`src/rtl/vector_control_recomp_if.sv`:
```
// Buffer RAM port bundle: one read address plus one write port (wren/waddr/wdata).
// The producer side uses the master modport; RAM models use the slave modport.
interface vector_control_recomp_if #(
  parameter int AW     = 6,
  parameter int DATA_W = 32
);
  logic              wren;
  logic [AW-1:0]     waddr;
  logic [AW-1:0]     raddr;
  logic [DATA_W-1:0] wdata;

  modport master (output wren, output waddr, output raddr, output wdata);
  modport slave  (input wren, input waddr, input raddr, input wdata);
endinterface

```
`src/rtl/vector_control_recomp.sv`:
```
// Digit-plane recomposition: per lane sum digit_d << (d*digit_bits), then one conditional
// reduction by p. Optional macro RECOMP_SIGNED_DIGIT_EN selects signed (balanced) digits.
module vector_control_recomp #(
  parameter int         WIDTH               = 3,
  parameter int         E                   = 2,
  parameter int         FSIZE               = 16,
  parameter int         MAX_DIGITS          = 8,
  parameter int         BUFFER_READ_LATENCY = 1,
  parameter int         RD_LAT              = BUFFER_READ_LATENCY + 1,
  parameter logic [3:0] VECTOR_OPERATION_RECOMP = 4'd6,
  localparam int        DW                  = $clog2(MAX_DIGITS)
) (
  input  logic                   clk,
  input  logic                   rst,
  input  logic                   start_vector,
  input  logic [3:0]             operation,
  input  logic [FSIZE-1:0]       p,
  input  logic [5:0]             digit_bits,
  input  logic [DW:0]            num_digits,
  output logic                   vector_working,
  output logic                   vector_done,
  vector_control_recomp_if.master ram_inputs_op1,
  input  logic [E*FSIZE-1:0]     op1,
  vector_control_recomp_if.master ram_inputs_out,
  output logic [1:0]             dbg_state_o
);

`ifdef RECOMP_SIGNED_DIGIT_EN
  localparam int ACC_W = FSIZE + 2;
`else
  localparam int ACC_W = FSIZE + 1;
`endif
  localparam int SH_W = DW + 6;

  typedef enum logic [1:0] {S_IDLE = 2'd0, S_ISSUE = 2'd1, S_DRAIN = 2'd2} state_e;

  typedef struct packed {
    logic             valid;
    logic [DW-1:0]    dig;
    logic             first;
    logic             last;
    logic [WIDTH-1:0] row;
  } tag_t;

  state_e             state_q, state_d;
  logic [WIDTH-1:0]   row_q, row_d;
  logic [DW-1:0]      dig_q, dig_d;
  logic [DW:0]        nd_q, nd_d;
  logic [FSIZE-1:0]   p_q, p_d;
  logic [5:0]         db_q, db_d;
  logic               working_q, working_d;
  logic               done_q, done_d;
  logic               wren_q, wren_d;
  logic [WIDTH-1:0]   waddr_q, waddr_d;
  logic [E*FSIZE-1:0] wdata_q, wdata_d;
  logic [ACC_W-1:0]   acc_q [E];
  logic [ACC_W-1:0]   acc_d [E];
  tag_t               tag_q [RD_LAT];
  tag_t               issue_tag, ret;
  logic               dig_last, row_last;

  assign dig_last = ({1'b0, dig_q} == nd_q - (DW+1)'(1));
  assign row_last = &row_q;

  always_comb begin
    issue_tag       = '0;
    issue_tag.valid = (state_q == S_ISSUE);
    issue_tag.dig   = dig_q;
    issue_tag.first = (dig_q == '0);
    issue_tag.last  = dig_last;
    issue_tag.row   = row_q;
  end

  assign ret = tag_q[RD_LAT-1];

  // Handshake: a start is taken only in IDLE; vector_working is high from the cycle after
  // the start through the final write, and drops in the single cycle vector_done pulses.
  always_comb begin
    state_d   = state_q;
    row_d     = row_q;
    dig_d     = dig_q;
    nd_d      = nd_q;
    p_d       = p_q;
    db_d      = db_q;
    working_d = working_q;
    done_d    = 1'b0;
    case (state_q)
      S_IDLE: begin
        if (start_vector && operation == VECTOR_OPERATION_RECOMP) begin
          if (num_digits == '0) begin
            done_d = 1'b1;
          end else begin
            nd_d      = (num_digits > (DW+1)'(MAX_DIGITS)) ? (DW+1)'(MAX_DIGITS) : num_digits;
            p_d       = p;
            db_d      = digit_bits;
            row_d     = '0;
            dig_d     = '0;
            working_d = 1'b1;
            state_d   = S_ISSUE;
          end
        end
      end
      S_ISSUE: begin
        if (dig_last) begin
          dig_d = '0;
          row_d = row_q + WIDTH'(1);
          if (row_last) state_d = S_DRAIN;
        end else begin
          dig_d = dig_q + DW'(1);
        end
      end
      S_DRAIN: begin
        if (wren_q && (&waddr_q)) begin
          state_d   = S_IDLE;
          working_d = 1'b0;
          done_d    = 1'b1;
        end
      end
      default: state_d = S_IDLE;
    endcase
  end

  always_comb begin
    logic [SH_W-1:0]  sh;
    logic [ACC_W-1:0] ext, term, sum, red, pe;
`ifdef RECOMP_SIGNED_DIGIT_EN
    logic [6:0]       amt;
    logic [ACC_W-1:0] tmp;
    amt = '0;
    tmp = '0;
`endif
    acc_d   = acc_q;
    wren_d  = 1'b0;
    waddr_d = waddr_q;
    wdata_d = wdata_q;
    sh      = SH_W'(ret.dig) * SH_W'(db_q);
    pe      = ACC_W'(p_q);
    ext     = '0;
    term    = '0;
    sum     = '0;
    red     = '0;
    if (ret.valid) begin
      for (int i = 0; i < E; i++) begin
`ifdef RECOMP_SIGNED_DIGIT_EN
        ext = ACC_W'(op1[i*FSIZE +: FSIZE]);
        if (db_q != '0 && {1'b0, db_q} < 7'(ACC_W)) begin
          amt = 7'(ACC_W) - {1'b0, db_q};
          tmp = ext << amt;
          ext = $unsigned($signed(tmp) >>> amt);
        end
`else
        ext = ACC_W'(op1[i*FSIZE +: FSIZE]);
`endif
        term = (sh >= SH_W'(FSIZE)) ? '0 : (ext << sh);
        sum  = (ret.first ? '0 : acc_q[i]) + term;
        acc_d[i] = sum;
`ifdef RECOMP_SIGNED_DIGIT_EN
        if (sum[ACC_W-1])   red = sum + pe;
        else if (sum >= pe) red = sum - pe;
        else                red = sum;
`else
        red = (sum >= pe) ? sum - pe : sum;
`endif
        if (ret.last) wdata_d[i*FSIZE +: FSIZE] = red[FSIZE-1:0];
      end
      if (ret.last) begin
        wren_d  = 1'b1;
        waddr_d = ret.row;
      end
    end
  end

  always_ff @(posedge clk or posedge rst) begin
    if (rst) begin
      state_q   <= S_IDLE;
      row_q     <= '0;
      dig_q     <= '0;
      nd_q      <= '0;
      p_q       <= '0;
      db_q      <= '0;
      working_q <= 1'b0;
      done_q    <= 1'b0;
      wren_q    <= 1'b0;
      waddr_q   <= '0;
      wdata_q   <= '0;
      for (int i = 0; i < E; i++) acc_q[i] <= '0;
      for (int k = 0; k < RD_LAT; k++) tag_q[k] <= '0;
    end else begin
      state_q   <= state_d;
      row_q     <= row_d;
      dig_q     <= dig_d;
      nd_q      <= nd_d;
      p_q       <= p_d;
      db_q      <= db_d;
      working_q <= working_d;
      done_q    <= done_d;
      wren_q    <= wren_d;
      waddr_q   <= waddr_d;
      wdata_q   <= wdata_d;
      for (int i = 0; i < E; i++) acc_q[i] <= acc_d[i];
      tag_q[0] <= issue_tag;
      for (int k = 1; k < RD_LAT; k++) tag_q[k] <= tag_q[k-1];
    end
  end

  assign vector_working       = working_q;
  assign vector_done          = done_q;
  assign dbg_state_o          = state_q;
  assign ram_inputs_op1.raddr = {dig_q, row_q};
  assign ram_inputs_op1.wren  = 1'b0;
  assign ram_inputs_op1.waddr = '0;
  assign ram_inputs_op1.wdata = '0;
  assign ram_inputs_out.wren  = wren_q;
  assign ram_inputs_out.waddr = waddr_q;
  assign ram_inputs_out.wdata = wdata_q;
  assign ram_inputs_out.raddr = '0;

endmodule

```
`src/flat_wrapper.sv`:
```
// flat-port wrapper written by rule: the top's interface ports become plain ports
module vector_control_recomp_flat 
#(
  parameter int         WIDTH               = 3,
  parameter int         E                   = 2,
  parameter int         FSIZE               = 16,
  parameter int         MAX_DIGITS          = 8,
  parameter int         BUFFER_READ_LATENCY = 1,
  parameter int         RD_LAT              = BUFFER_READ_LATENCY + 1,
  parameter logic [3:0] VECTOR_OPERATION_RECOMP = 4'd6,
  localparam int        DW                  = $clog2(MAX_DIGITS)
)
  (clk, rst, start_vector, operation, p, digit_bits, num_digits, vector_working, vector_done, op1, dbg_state_o, ram_inputs_op1_wren, ram_inputs_op1_waddr, ram_inputs_op1_raddr, ram_inputs_op1_wdata, ram_inputs_out_wren, ram_inputs_out_waddr, ram_inputs_out_raddr, ram_inputs_out_wdata);
  vector_control_recomp_if #(.AW((3)+WIDTH), .DATA_W(E*FSIZE)) ram_inputs_op1_i ();
  vector_control_recomp_if #(.AW(WIDTH), .DATA_W(E*FSIZE)) ram_inputs_out_i ();
  input  logic clk;
  input  logic rst;
  input  logic start_vector;
  input  logic [3:0] operation;
  input  logic [FSIZE-1:0] p;
  input  logic [5:0] digit_bits;
  input  logic [DW:0] num_digits;
  output logic vector_working;
  output logic vector_done;
  input  logic [E*FSIZE-1:0] op1;
  output logic [1:0] dbg_state_o;
  output wire logic [$bits(ram_inputs_op1_i.wren)-1:0] ram_inputs_op1_wren;
  output wire logic [$bits(ram_inputs_op1_i.waddr)-1:0] ram_inputs_op1_waddr;
  output wire logic [$bits(ram_inputs_op1_i.raddr)-1:0] ram_inputs_op1_raddr;
  output wire logic [$bits(ram_inputs_op1_i.wdata)-1:0] ram_inputs_op1_wdata;
  output wire logic [$bits(ram_inputs_out_i.wren)-1:0] ram_inputs_out_wren;
  output wire logic [$bits(ram_inputs_out_i.waddr)-1:0] ram_inputs_out_waddr;
  output wire logic [$bits(ram_inputs_out_i.raddr)-1:0] ram_inputs_out_raddr;
  output wire logic [$bits(ram_inputs_out_i.wdata)-1:0] ram_inputs_out_wdata;
  assign ram_inputs_op1_wren = ram_inputs_op1_i.wren;
  assign ram_inputs_op1_waddr = ram_inputs_op1_i.waddr;
  assign ram_inputs_op1_raddr = ram_inputs_op1_i.raddr;
  assign ram_inputs_op1_wdata = ram_inputs_op1_i.wdata;
  assign ram_inputs_out_wren = ram_inputs_out_i.wren;
  assign ram_inputs_out_waddr = ram_inputs_out_i.waddr;
  assign ram_inputs_out_raddr = ram_inputs_out_i.raddr;
  assign ram_inputs_out_wdata = ram_inputs_out_i.wdata;
  vector_control_recomp #(.WIDTH(WIDTH), .E(E), .FSIZE(FSIZE), .MAX_DIGITS(MAX_DIGITS), .BUFFER_READ_LATENCY(BUFFER_READ_LATENCY), .RD_LAT(RD_LAT), .VECTOR_OPERATION_RECOMP(VECTOR_OPERATION_RECOMP)) u_core (.clk(clk), .rst(rst), .start_vector(start_vector), .operation(operation), .p(p), .digit_bits(digit_bits), .num_digits(num_digits), .vector_working(vector_working), .vector_done(vector_done), .ram_inputs_op1(ram_inputs_op1_i), .op1(op1), .ram_inputs_out(ram_inputs_out_i), .dbg_state_o(dbg_state_o));
endmodule
```
`config.mk`:
```
export PLATFORM = sky130hd
export DESIGN_NAME = vector_control_recomp_flat
export DESIGN_NICKNAME = d
export VERILOG_FILES = /design/src/rtl/vector_control_recomp_if.sv /design/src/rtl/vector_control_recomp.sv /design/src/flat_wrapper.sv
export SDC_FILE = /design/constraint.sdc
export NUM_CORES = 1
export LEC_CHECK = 0
export CAP_MARGIN = 0
export CORE_MARGIN = 8
export CORE_UTILIZATION = 35
export DETAILED_ROUTE_END_ITERATION = 8
export MAX_ROUTING_LAYER = met4
export PLACE_DENSITY = 0.58
export SETUP_SLACK_MARGIN = 0.4
export SYNTH_ARGS = -nofsm -noshare
export SYNTH_HDL_FRONTEND = slang
export SYNTH_SLANG_ARGS = --single-unit
export TNS_END_PERCENT = 10
```
`constraint.sdc`:
```
create_clock -name clk -period 9.86 [get_ports clk]
set_input_delay 1.972 -clock clk [delete_from_list [all_inputs] [get_ports clk]]
set_output_delay 1.972 -clock clk [all_outputs]
set_load 0.02 [all_outputs]
```
Yosys cells after proc, flatten, opt, wreduce, memory -nomap -nowiden
Index checks and enable logic that the tools add are counted.
{"block": "word_totals", "register_bits": 124, "input_bits": 65, "elab_cells": 91}
{"block": "classes", "addsub": 7, "multipliers": 1, "order_cmp": 4, "n_eq_ne": 9, "shift": 2, "n_mux": 29, "n_bitwise": 1, "reduce_logical": 15}
{"cell": "$mux 17", "count": 4}
{"cell": "$add 17x17->17", "count": 2}
{"cell": "$ge 17x16->1", "count": 2}
{"cell": "$shl 16x9->17", "count": 2}
{"cell": "$mux 16", "count": 2}
{"cell": "$sub 16x16->16", "count": 2}
{"cell": "$mux 3", "count": 4}
{"cell": "$pmux 3 s2", "count": 2}
{"cell": "$reduce_and 3->1", "count": 4}
{"cell": "$mux 2", "count": 5}
{"cell": "$ge 9x5->1 const B", "count": 1}
{"cell": "$mul 3x6->9", "count": 1}
{"cell": "$mux 1", "count": 8}
{"cell": "$reduce_and 4->1", "count": 2}
{"cell": "$add 3x1->3 const B", "count": 2}
{"cell": "$ne 2x2->1 const B", "count": 3}
{"cell": "$pmux 2 s3", "count": 1}
{"cell": "$reduce_and 5->1", "count": 1}
{"cell": "$eq 3x4->1", "count": 1}
{"cell": "$eq 4x3->1 const B", "count": 1}
{"cell": "$gt 4x4->1 const B", "count": 1}
{"cell": "$logic_not 4->1", "count": 1}
{"cell": "$mux 4", "count": 1}
{"cell": "$ne 2x1->1 const B", "count": 2}
{"cell": "other kinds (10)", "count": 13}

Logic depth before layout (Yosys ltp)
Gate-level depths: netlist (run 1).
{"block": "logic_depth", "word_depth": 6, "ltp_mapped": 36}

Worst setup path after synthesis (run 1)
OpenSTA, ideal clock, no wires.
{"block": "synth_timing", "kind": "register to register", "start": "register u_core.tag_q, in the netlist u_core.ret[5]", "end": "register u_core.wdata_q[2] (netlist: u_core.ram_inputs_out.wdata[2])", "t_arrival_ns": 6.842, "required_time_ns": 9.734, "slack_ns": 2.892, "stages_incl_launch_ff": 34, "n_path_buf": 4, "path_cell_list": "dfrtp_1 -> buf_4 -> and2_1 -> fa_1 -> ha_1 -> inv_1 -> fa_1 -> nor2b_1 -> a21oi_1 -> o21ba_2 -> clkbuf_1 -> nand2b_1 -> clkbuf_1 -> inv_1 -> nand2_1 -> nor2_1 -> nand2_1 -> nor2_1 -> ha_1 -> fa_1 -> a211oi_1 -> o21bai_1 -> a41oi_1 -> o21bai_1 -> a21oi_1 -> xnor2_1 -> ha_1 -> a21o_1 -> a21oi_1 -> o21bai_1 -> o41ai_1 -> nand3_4 -> buf_12 -> a221o_1"}
{"block": "synth_between", "elab_chain_cells": 6, "word_cells_on_any_way": 8, "cone_classes": "add/sub (2); mul (1); order compare (2); shift (1); mux (2)"}
{"item": "start: declaration", "line": "vector_control_recomp.sv:58", "rtl": "tag_t tag_q [RD_LAT];"}
{"item": "$mul 3x6->9 (*)", "line": "vector_control_recomp.sv:136", "rtl": "sh = SH_W'(ret.dig) * SH_W'(db_q);"}
{"item": "$ge 9x5->1 / $shl 16x9->17 (equally long branches)", "line": "vector_control_recomp.sv:154", "rtl": "term = (sh >= SH_W'(FSIZE)) ? '0 : (ext << sh);"}
{"item": "$mux 17 (*)", "line": "vector_control_recomp.sv:154"}
{"item": "$add 17x17->17 (*)", "line": "vector_control_recomp.sv:155", "rtl": "sum = (ret.first ? '0 : acc_q[i]) + term;"}
{"item": "$sub 16x16->16 / $ge 17x16->1 (equally long branches)", "line": "vector_control_recomp.sv:162", "rtl": "red = (sum >= pe) ? sum - pe : sum;"}
{"item": "$mux 16 (*)", "line": "vector_control_recomp.sv:162"}
{"item": "end signal: assignment", "line": "vector_control_recomp.sv:199", "rtl": "wdata_q <= wdata_d;"}
{"item": "end: declaration", "line": "vector_control_recomp.sv:55", "rtl": "logic [E*FSIZE-1:0] wdata_q, wdata_d;"}
Mark *: on every way between the ends. The rest lies on a longest branch, timed or not.
A chain may end at the register's enable or synchronous reset.

Worst setup path in the final report (run 1)
{"block": "layout_timing", "start": "register u_core.db_q[0]", "end": "register u_core.wdata_q[18] (netlist: u_core.ram_inputs_out.wdata[18])"}
{"block": "layout_between", "elab_chain_cells": 6, "word_cells_on_any_way": 8, "cone_classes": "add/sub (2); mul (1); order compare (2); shift (1); mux (2)"}
{"item": "start: declaration", "line": "vector_control_recomp.sv:50", "rtl": "logic [5:0] db_q, db_d;"}
{"item": "start signal: assignment", "line": "vector_control_recomp.sv:180", "rtl": "db_q <= '0;"}
{"item": "start signal: assignment", "line": "vector_control_recomp.sv:194", "rtl": "db_q <= db_d;"}
{"item": "$mul 3x6->9 (*)", "line": "vector_control_recomp.sv:136"}
{"item": "$ge 9x5->1 / $shl 16x9->17 (equally long branches)", "line": "vector_control_recomp.sv:154"}
{"item": "$mux 17 (*)", "line": "vector_control_recomp.sv:154"}
{"item": "$add 17x17->17 (*)", "line": "vector_control_recomp.sv:155"}
{"item": "$sub 16x16->16 / $ge 17x16->1 (equally long branches)", "line": "vector_control_recomp.sv:162"}
{"item": "$mux 16 (*)", "line": "vector_control_recomp.sv:162"}
Marked as above.

==> parameters.txt, run 1 <==
Parameter                              Value

Timing
  Measured slew at the worst slew-check pin    1.06 ns
  Share of the clock period used by the worst path after layout    0.866
  Worst-case headroom to the max-slew limit    0.288
  Final setup violating endpoints    0
  Timing-limited maximum frequency    117 MHz
  Count of final max-slew check failures    0
  Final hold violation count    0
  Worst clock skew    around 0.014 ns
  Post-layout min period    around 8.5 ns
  Sum of negative setup slack    0 ns
  RSZ-0062 raised after global routing    false
  Smallest hold slack    0.347 ns

GRT
  Vias in the first global route    between 8k and 9k
  Initial antenna violation count    0
  GRT overflow    0
  Wire length of the first global-routing pass    42,100 um
  Global routing usage summed across all routing layers    0.158
  Pin count of the biggest net entering global routing    76

Synth
  Cell count after synthesis    about 1.1k
  Distinct cells, synth    69
  Post-synth EDFFs    0
  Most used flip-flop cell after synthesis    dfrtp_1
  Syn Std Cell Area    0.0101 mm^2
  Proportion of synthesized flip-flops having asynchronous set or reset    1.00
  Synthesis-stage register bit count    124
  Warnings, synthesis    0
  Mean Syn Cell Area    9.19 um^2
  Share of the yosys chip area belonging to registers    0.306

Route
  Initial DRC count    454
  Aggregate routed wire length    26,400 um
  Via-to-Cell Ratio    5.05
  Final routed wire length divided by cell count    16.6 um
  Via count    between 8k and 9k
  Number of detailed-routing iterations run before antenna repair    4
  Antenna Nets Post-Route    0
  Detailed-route DRC error count    0

Finish
  Growth of design area from synthesis to finish    18.6%
  Share of cells above drive strength 1    0.105
  Antenna cell count    0
  Core occupancy in the finished layout    0.420
  Number of nets in the final layout    between 1k and 1.5k
  Final instance count without filler cells    1,587
  Total non-filler cell area in the finished layout    ~0.012 mm^2

Critical path
  Library cell appearing most often on the critical path    ha_1
  Critical Path End Type    register
  Critical path's largest stage delay    roughly 0.75 ns
  Highest net fanout along the worst path    27
  Worst setup slack for register-to-register paths    1.33 ns
  Worst Path Required    about 10 ns
  CP max-delay cell    nand3b_1
  Type of element launching the critical path    register
  Data arrival time of the critical path    8.81 ns
  Start-to-end type of the worst setup path    register to register

Place
  Number of buffers inserted by port buffering    110
  Number of cells in the design after placement    between 1.5k and 2k
  Routability congestion estimate from global placement    approximately 0.93
  Cell area after placement    between 0.01 and 0.015 mm^2
  Half-perimeter wire length of the detailed placement result    just over 20,000 um

Clocking
  Clock slew at the register clock pins of the worst setup and hold paths    0.06 ns
  Deepest level of the CTS H-tree    4
  CTS Root Buffer Type    clkbuf_16
  CTS buffer count    17
  Number of sinks handled by clock tree synthesis    124
  Worst-Skew Late Latency    0.42 ns
  Buffers inserted by post-CTS timing repair    0
  Post-cts gate resize count    0
  TritonCTS clock tree    yes
  Bufs on Longest Clock Path    2
  Number of buffers inserted for hold repair after clock tree synthesis    0

Die
  Effective utilization at floorplan    0.354
  Rows    62
  Total core area    between 0.02 and 0.03 mm^2
  Floorplan die height    186 um
  Number of placed I/O pins    153
  Area of the die    around 0.035 mm^2
  Floorplan die width    between 150 and 200 um

Power
  Standby leakage power    0.00540 uW
  Worst vdd ir    0.168 mV
  Power density over the cells    about 330 mW/mm^2

Outcome
  Result of the run    finished clean

Hold path
  Worst hold-check path type    register to register

Job
  Count of max-cap constraint violations    0
## worst max-delay path, delay by kind of cell, from the launching register on
kind,cells,cell delay (ns)
buffers and inverters,2,0.37
AO/OA/AOI/OAI,8,2.15
AND/OR/NAND/NOR,10,3.11
XOR/XNOR,1,0.12
flip-flops,1,0.44
multiplexers,1,0.49
adder cells (fa/ha/maj),5,1.70
## where the power goes
group	leakage, uW	internal [uW]	switching [uW]
Sequential	0.00146	588	27.8
Clock	0.000318	477	247
Combinational	0.00362	1180	1440
Total	0.00540	2250	1720
## worst paths after layout
check | end | cells past startpoint | from
worst max-delay path | u_core.ram_inputs_out.wdata[18] | 27 | u_core.db_q[0]
worst min-delay path | u_core.ret[0] | 0 | u_core.tag_q[9]
worst max register to register | u_core.ram_inputs_out.wdata[18] | 27 | u_core.db_q[0]
worst min register to register | u_core.ret[0] | 0 | u_core.tag_q[9]
max in group asynchronous | u_core.ret[8] | 3 | rst
min in group asynchronous | u_core.nd_q[3] | 2 | rst
## state kept, by name, summed over array words and instances (netlist names), 4 cells and up
register	count
u_core.p_q	16
u_core.ram_inputs_out.wdata	32
u_core.nd_q	4
u_core.db_q	6
u_core.acc_q	34
u_core.tag_q	9
u_core.ret	9
## through the flow
stage               total power [uW]  setup WS, ns
detailed placement              3240          1.37
floorplan                       2740          2.89
global route                    4300         0.547
finish                          3960          1.33
global placement                3220          1.64
CTS                             4000          1.33
## final cells by class
class	instances	area (um^2)
multi-input cells	876	6410
clock inverters	13	239
clock buffers	19	433
flip-flops and latches	124	3100
fillers	2799	16600
inverters	53	201
well taps	384	480
repair buffers	118	1160
## per-layer routing
layer,track usage,vias up,share of wire
met2,0.259,143,0.49
met5,-,-,0
met3,0.0260,27,0.035
met1,0.200,3837,0.46
li1,-,4014,-
met4,0.0406,0,0.014
## synth_stat cells, drive strengths merged, types with 3 or more instances
master,count,share of area
nor2,77,0.028
dfrtp,124,0.31
a2111oi,3,0.0051
a211oi,12,0.0089
a31oi,6,0.0037
buf,57,0.046
ha,77,0.095
nand4,7,0.0043
nor4,7,0.0043
nand2b,12,0.0074
a21o,18,0.013
o21bai,12,0.0089
xor2,12,0.010
o31ai,3,0.0022
clkbuf,35,0.013
and2,10,0.0064
mux4,7,0.016
mux2i,64,0.063
a31o,5,0.0043
o22ai,4,0.0025
a32oi,3,0.0026
o21ai,72,0.036
nand3,22,0.013
and3,16,0.0099
nand2,97,0.036
inv,52,0.019
or4,3,0.0022
fa,9,0.018
nor2b,46,0.028
a21oi,55,0.027
o21a,8,0.0059
mux2,65,0.072
xnor2,44,0.038
a211o,4,0.0035
nor3,17,0.0084
o211ai,8,0.0059
## layout by cell type (no fill, tap or decap), types with 8 or more instances in the layout
cell	n
nor3_1	17
dfrtp_1	123
xor2_1	12
xnor2_1	44
o21ai_1	18
mux2_2	65
o211ai_1	8
a21o_1	18
ha_1	76
and2_1	9
clkbuf_16	17
o21ai_0	54
o21a_1	8
a21oi_1	55
fa_1	9
inv_1	51
and3_1	16
nor2b_1	46
nor2_1	77
mux2i_1	64
clkdlybuf4s50_1	110
buf_4	8
conb_1	42
nand3_1	20
o21bai_1	12
nand2b_1	12
nand2_1	96
a211oi_1	12
## logic make-up after synthesis
| group | Yosys count | share of synthesized area |
|---|---|---|
| AOI/OAI and AO/OA | 234 | 0.148 |
| adders and majority gates | 86 | 0.113 |
| xor gates and xnor gates | 57 | 0.0506 |
| other | 1 | 0.000370 |
| DFF | 124 | 0.306 |
| muxes | 136 | 0.151 |
| buffers and inverters | 145 | 0.0781 |
| and+or+nand+nor | 321 | 0.153 |
No activity file was read; power rests on OpenSTA's default activity.
==> run 2: changes to the inputs <==
--- a/config.mk
+++ b/config.mk
@@ -8,6 +8,7 @@
 export CAP_MARGIN = 0
 export CORE_MARGIN = 8
 export CORE_UTILIZATION = 35
+export CTS_BUF_LIST = sky130_fd_sc_hd__clkbuf_2
 export DETAILED_ROUTE_END_ITERATION = 8
 export MAX_ROUTING_LAYER = met4
 export PLACE_DENSITY = 0.58
==> parameters.txt, run 2 (synthesis results as in run 1) <==
Parameter                              Value

Timing
  Measured slew at the worst slew-check pin    1.04 ns
  Count of final max-slew check failures    0
  Final hold violation count    0
  RSZ-0062 raised after global routing    false
  Smallest setup slack after layout    1.32 ns
  Share of the clock period used by the worst path after layout    0.866
  Timing-limited maximum frequency    117 MHz
  Sum of negative setup slack    0 ns
  Final setup violating endpoints    0
  Worst clock skew    ~0.053 ns
  Worst-case headroom to the max-slew limit    0.302
  Post-layout min period    8.54 ns

Route
  Via count    8,036
  Number of detailed-routing iterations run before antenna repair    6
  Antenna Nets Post-Route    0
  Detailed-route DRC error count    0
  Aggregate routed wire length    26,400 um
  Via-to-Cell Ratio    ~5.1
  Final routed wire length divided by cell count    16.6 um
  Initial DRC count    481

Critical path
  Worst Path Required    around 10 ns
  Critical Path End Type    register
  Data arrival time of the critical path    between 9 and 10 ns
  Startpoint of the most critical register-to-register path    u_core.db_q[0]
  Start-to-end type of the worst setup path    register to register
  Launch point of the critical path    u_core.db_q[0]
  Highest net fanout along the worst path    27
  Type of element launching the critical path    register

Die
  Total core area    0.0286 mm^2
  Floorplan die height    roughly 190 um
  Number of placed I/O pins    153
  Effective utilization at floorplan    0.354
  Area of the die    0.0347 mm^2
  Rows    62
  Floorplan die width    186 um

GRT
  Initial antenna violation count    1
  Global routing usage summed across all routing layers    0.157
  Vias in the first global route    8,067
  Wire length of the first global-routing pass    42,000 um
  Pin count of the biggest net entering global routing    between 70 and 80
  GRT overflow    0

Clocking
  Post-cts gate resize count    0
  Clock slew at the register clock pins of the worst setup and hold paths    0.19 ns
  Number of buffers inserted for hold repair after clock tree synthesis    0
  Bufs on Longest Clock Path    2
  CTS Root Buffer Type    clkbuf_2
  Number of sinks handled by clock tree synthesis    124
  CTS buffer count    17
  TritonCTS clock tree    yes
  Buffers inserted by post-CTS timing repair    0
  Deepest level of the CTS H-tree    4
  Worst-Skew Late Latency    0.70 ns

Finish
  Growth of design area from synthesis to finish    15.3%
  Largest Register    u_core.acc_q
  Most frequent cells in the layout    dfrtp_1, clkdlybuf4s50_1, nand2_1, nor2_1, ha_1
  Share of cells above drive strength 1    0.106
  Number of nets in the final layout    1,341
  Core occupancy in the finished layout    0.408
  Leading cell type in the layout, fill and taps excluded    dfrtp_1
  Final instance count without filler cells    1,588
  Max FFs per register    34

Power
  Standby leakage power    0.00527 uW
  Power density over the cells    314 mW/mm^2
  Total net switching power    1690 uW
  Clk network pwr share    0.119
  Worst vdd ir    0.162 mV
  Fraction of power spent switching nets    0.459
  Gate power share    0.714
  Cell-internal power    1990 uW
  Sequential share of power    0.167

Place
  Half-perimeter wire length of the detailed placement result    20,700 um
  Routability congestion estimate from global placement    roughly 0.93
  Number of buffers inserted by port buffering    110
  Number of cells in the design after placement    1,555
  Post-placement worst setup slack    1.37 ns

Outcome
  Result of the run    finished clean

Job
  Count of max-cap constraint violations    0

Hold path
  Launch instance of the worst min-delay path    u_core.tag_q[17]
  Worst hold-check path type    register to register
==> run 2: changes by cell type in the layout (fill, tap and decap cells not counted) <==
cell and delta:
diode_2 +1, clkbuf_1 -2, clkbuf_16 -17, clkbuf_2 +19
==> run 2: power groups by stage <==
stage | clock network [uW] | logic (uW) | registers (uW)
floorplan | 0 | 2130 | 617
global placement | 0 | 2600 | 623
detailed placement | 0 | 2620 | 624
CTS | 453 | 2640 | 615
global route | 474 | 2920 | 623
finish | 436 | 2630 | 614
==> run 2: stage by stage <==
step	hold WS (ns)	total power, uW	area, um^2
5_1_grt	0.386	4010	11700
4_1_cts	0.379	3700	11700
6_report	0.375	3680	11700
3_3_place_gp	0.331	3220	11400
3_5_place_dp	0.335	3240	11400
2_1_floorplan	0.331	2740	10300
==> run 2: final timing paths <==
path	to	slack, ns	cells past startpoint
worst max register to register	u_core.ram_inputs_out.wdata[16]	1.32	27
worst min register to register	u_core.ret[8]	0.37	0
worst min-delay path	u_core.ret[8]	0.37	0
worst max-delay path	u_core.ram_inputs_out.wdata[16]	1.32	27
min in group asynchronous	u_core.ram_inputs_out.wdata[27]	1.69	2
max in group asynchronous	u_core.ret[8]	6.70	3
==> run 2: layer usage <==
layer / share of wire / global-route usage
met3: 0.031 / 0.0253
met4: 0.012 / 0.0330
met2: 0.50 / 0.259
met1: 0.46 / 0.200
met5: 0 / -
==> run 2: worst max-delay path, cell delays in order, from the launching register on <==
cell	delay, ns
dfrtp_1	0.49
and2_1	0.19
fa_1	0.54
ha_1	0.16
inv_1	0.05
fa_1	0.42
nand2b_1	0.18
nor3_1	0.24
o21ba_2	0.54
nand2b_1	0.48
inv_1	0.32
nand3_1	0.18
nor4_1	0.45
ha_1	0.33
a21o_1	0.17
a211oi_1	0.32
nor2_1	0.11
nor2_1	0.14
xnor2_1	0.12
ha_1	0.25
or3_1	0.40
o31ai_1	0.49
o211a_1	0.23
o31ai_1	0.11
o21ai_0	0.18
nand3b_1	0.73
mux2i_1	0.29
mux2_2	0.30
==> run 2: final cells by class <==
| class | count | area (um^2) |
|---|---|---|
| diodes | 1 | 2.50 |
| clock buffers | 19 | 95.1 |
| clock inverters | 13 | 239 |
| fillers | 2850 | 16900 |
| inverters | 53 | 201 |
| multi-input cells | 876 | 6410 |
| flip-flops and latches | 124 | 3100 |
| well taps | 384 | 480 |
| repair buffers | 118 | 1160 |
==> run 3: changes to the inputs <==
--- a/config.mk
+++ b/config.mk
@@ -6,13 +6,12 @@
 export NUM_CORES = 1
 export LEC_CHECK = 0
 export CAP_MARGIN = 0
-export CORE_MARGIN = 8
-export CORE_UTILIZATION = 35
+export CORE_MARGIN = 1
+export CORE_UTILIZATION = 40
 export CTS_BUF_LIST = sky130_fd_sc_hd__clkbuf_2
 export DETAILED_ROUTE_END_ITERATION = 8
 export MAX_ROUTING_LAYER = met4
-export PLACE_DENSITY = 0.58
-export SETUP_SLACK_MARGIN = 0.4
+export PLACE_DENSITY = 0.64
 export SYNTH_ARGS = -nofsm -noshare
 export SYNTH_HDL_FRONTEND = slang
 export SYNTH_SLANG_ARGS = --single-unit
==> parameters.txt, run 3 (synthesis results as in run 1) <==
Parameter                              Value

Die
  Total core area    approximately 0.025 mm^2
  Effective utilization at floorplan    0.412
  Number of placed I/O pins    between 150 and 200
  Rows    57
  Floorplan die height    161 um
  Area of the die    ~0.026 mm^2
  Floorplan die width    161 um

Power
  Worst vdd ir    ~0.22 mV
  Total net switching power    1700 uW
  Gate power share    0.734
  Sequential share of power    0.173
  Power density over the cells    310 mW/mm^2
  Standby leakage power    0.00523 uW
  Cell-internal power    roughly 1900 uW
  Fraction of power spent switching nets    0.476
  Clk network pwr share    0.094

Finish
  Antenna cell count    0
  Most frequent cells in the layout    dfrtp_1, clkdlybuf4s50_1, nand2_1, nor2_1, ha_1
  Number of nets in the final layout    1,342
  Max FFs per register    34
  Largest Register    u_core.acc_q
  Share of cells above drive strength 1    0.106
  Growth of design area from synthesis to finish    13.6%
  Leading cell type in the layout, fill and taps excluded    dfrtp_1
  Final instance count without filler cells    1,528
  Number of inserted filler cells in the final layout    2,362

Clocking
  Buffers inserted by post-CTS timing repair    0
  Number of buffers inserted for hold repair after clock tree synthesis    0
  Number of sinks handled by clock tree synthesis    124
  Worst-Skew Late Latency    0.73 ns
  Clock slew at the register clock pins of the worst setup and hold paths    about 0.23 ns
  Deepest level of the CTS H-tree    4
  CTS buffer count    17
  Bufs on Longest Clock Path    2
  CTS Root Buffer Type    clkbuf_2
  Post-cts gate resize count    0
  TritonCTS clock tree    yes

Critical path
  Library cell appearing most often on the critical path    ha_1
  Data arrival time of the critical path    ~9 ns
  Worst Path Required    10.45 ns
  Buffers and inverters on the worst path    2
  Kind of cell adding the most delay to the critical path    simple AND/OR/NAND/NOR gates
  CP max-delay cell    nand3b_1
  Critical path's largest stage delay    0.70 ns
  Launch point of the critical path    u_core.ret[7]
  Critical Path End Type    register
  Length in cells of the worst reg-to-reg path    27
  Startpoint of the most critical register-to-register path    u_core.ret[7]
  Crit path depth    27
  Highest net fanout along the worst path    27
  Start-to-end type of the worst setup path    register to register
  Type of element launching the critical path    register

Place
  Half-perimeter wire length of the detailed placement result    18,900 um
  Number of cells in the design after placement    roughly 1.5k
  Routability congestion estimate from global placement    between 0.9 and 1
  Number of buffers inserted by port buffering    110

Timing
  Post-layout min period    around 8.6 ns
  Worst clock skew    between 0.04 and 0.05 ns
  Count of final max-slew check failures    0
  Final hold violation count    0
  Worst-case headroom to the max-slew limit    0.328
  RSZ-0062 raised after global routing    false
  Timing-limited maximum frequency    around 120 MHz
  Sum of negative setup slack    0 ns
  Final setup violating endpoints    0
  Measured slew at the worst slew-check pin    between 1 and 1.5 ns
  Share of the clock period used by the worst path after layout    0.869

Hold path
  Launch instance of the worst min-delay path    u_core.tag_q[9]
  Worst hold-check path type    register to register
  Worst Hold Path Cells    0

Route
  Via-to-Cell Ratio    5.25
  Final routed wire length divided by cell count    16.0 um
  Antenna Nets Post-Route    0
  Aggregate routed wire length    24,400 um
  Detailed-route DRC error count    0
  Via count    8,020
  Initial DRC count    438
  Number of detailed-routing iterations run before antenna repair    5

GRT
  GRT overflow    0
  Initial antenna violation count    0
  Global routing usage summed across all routing layers    0.194
  Wire length of the first global-routing pass    about 39,000 um
  Vias in the first global route    between 7k and 8k
  Pin count of the biggest net entering global routing    74

Outcome
  Result of the run    finished clean

Job
  Count of max-cap constraint violations    0
==> run 3: cell types whose count changed in the layout (fill, tap and decap cells not counted), sizes merged <==
cell,delta
bufinv,-5
inv,+7
clkbuf,-1
clkinv,-1
diode,-1
buf,+1
==> run 3: worst paths after layout <==
kind                       slack (ns)                         endpoint
setup / recovery                 1.29  u_core.ram_inputs_out.wdata[22]
hold / removal                   0.38                    u_core.ret[0]
setup reg to reg                 1.29  u_core.ram_inputs_out.wdata[22]
hold reg to reg                  0.38                    u_core.ret[0]
max in group asynchronous        6.75                  u_core.acc_q[6]
min in group asynchronous        1.66   u_core.ram_inputs_out.wdata[6]
==> run 3: final cells by class <==
type	count	area, um^2	share of cell area
Clock buffer	18	90.1	0.00782
Clock inverter	14	149	0.0129
Inverter	53	201	0.0175
Multi-Input combinational cell	876	6410	0.556
Sequential cell	124	3100	0.269
Tap cell	324	405	0.0352
Timing Repair Buffer	119	1170	0.101
==> run 3: power by group through the flow <==
stage	logic [uW]	clock network [uW]	registers (uW)
finish	2620	334	616
global route	2890	370	628
CTS	2620	347	616
detailed placement	2600	0	626
global placement	2580	0	623
floorplan	2130	0	617
==> run 3: metal layers <==
layer | part of all wire | track usage | vias up
met5 | 0 | - | -
met4 | 0.013 | 0.0497 | 0
met3 | 0.034 | 0.0311 | 23
met2 | 0.48 | 0.307 | 169
met1 | 0.47 | 0.258 | 3824
li1 | - | - | 4004
==> run 3: through the flow <==
step	util	setup slack [ns]	power, uW	hold slack, ns	cell area [um^2]
2_1_floorplan	-	2.89	2740	0.331	10300
3_3_place_gp	0.459	1.74	3210	0.332	11300
3_5_place_dp	0.459	1.36	3230	0.336	11300
4_1_cts	0.468	1.30	3580	0.383	11500
5_1_grt	0.468	0.456	3890	0.390	11500
6_report	0.468	1.29	3570	0.377	11500
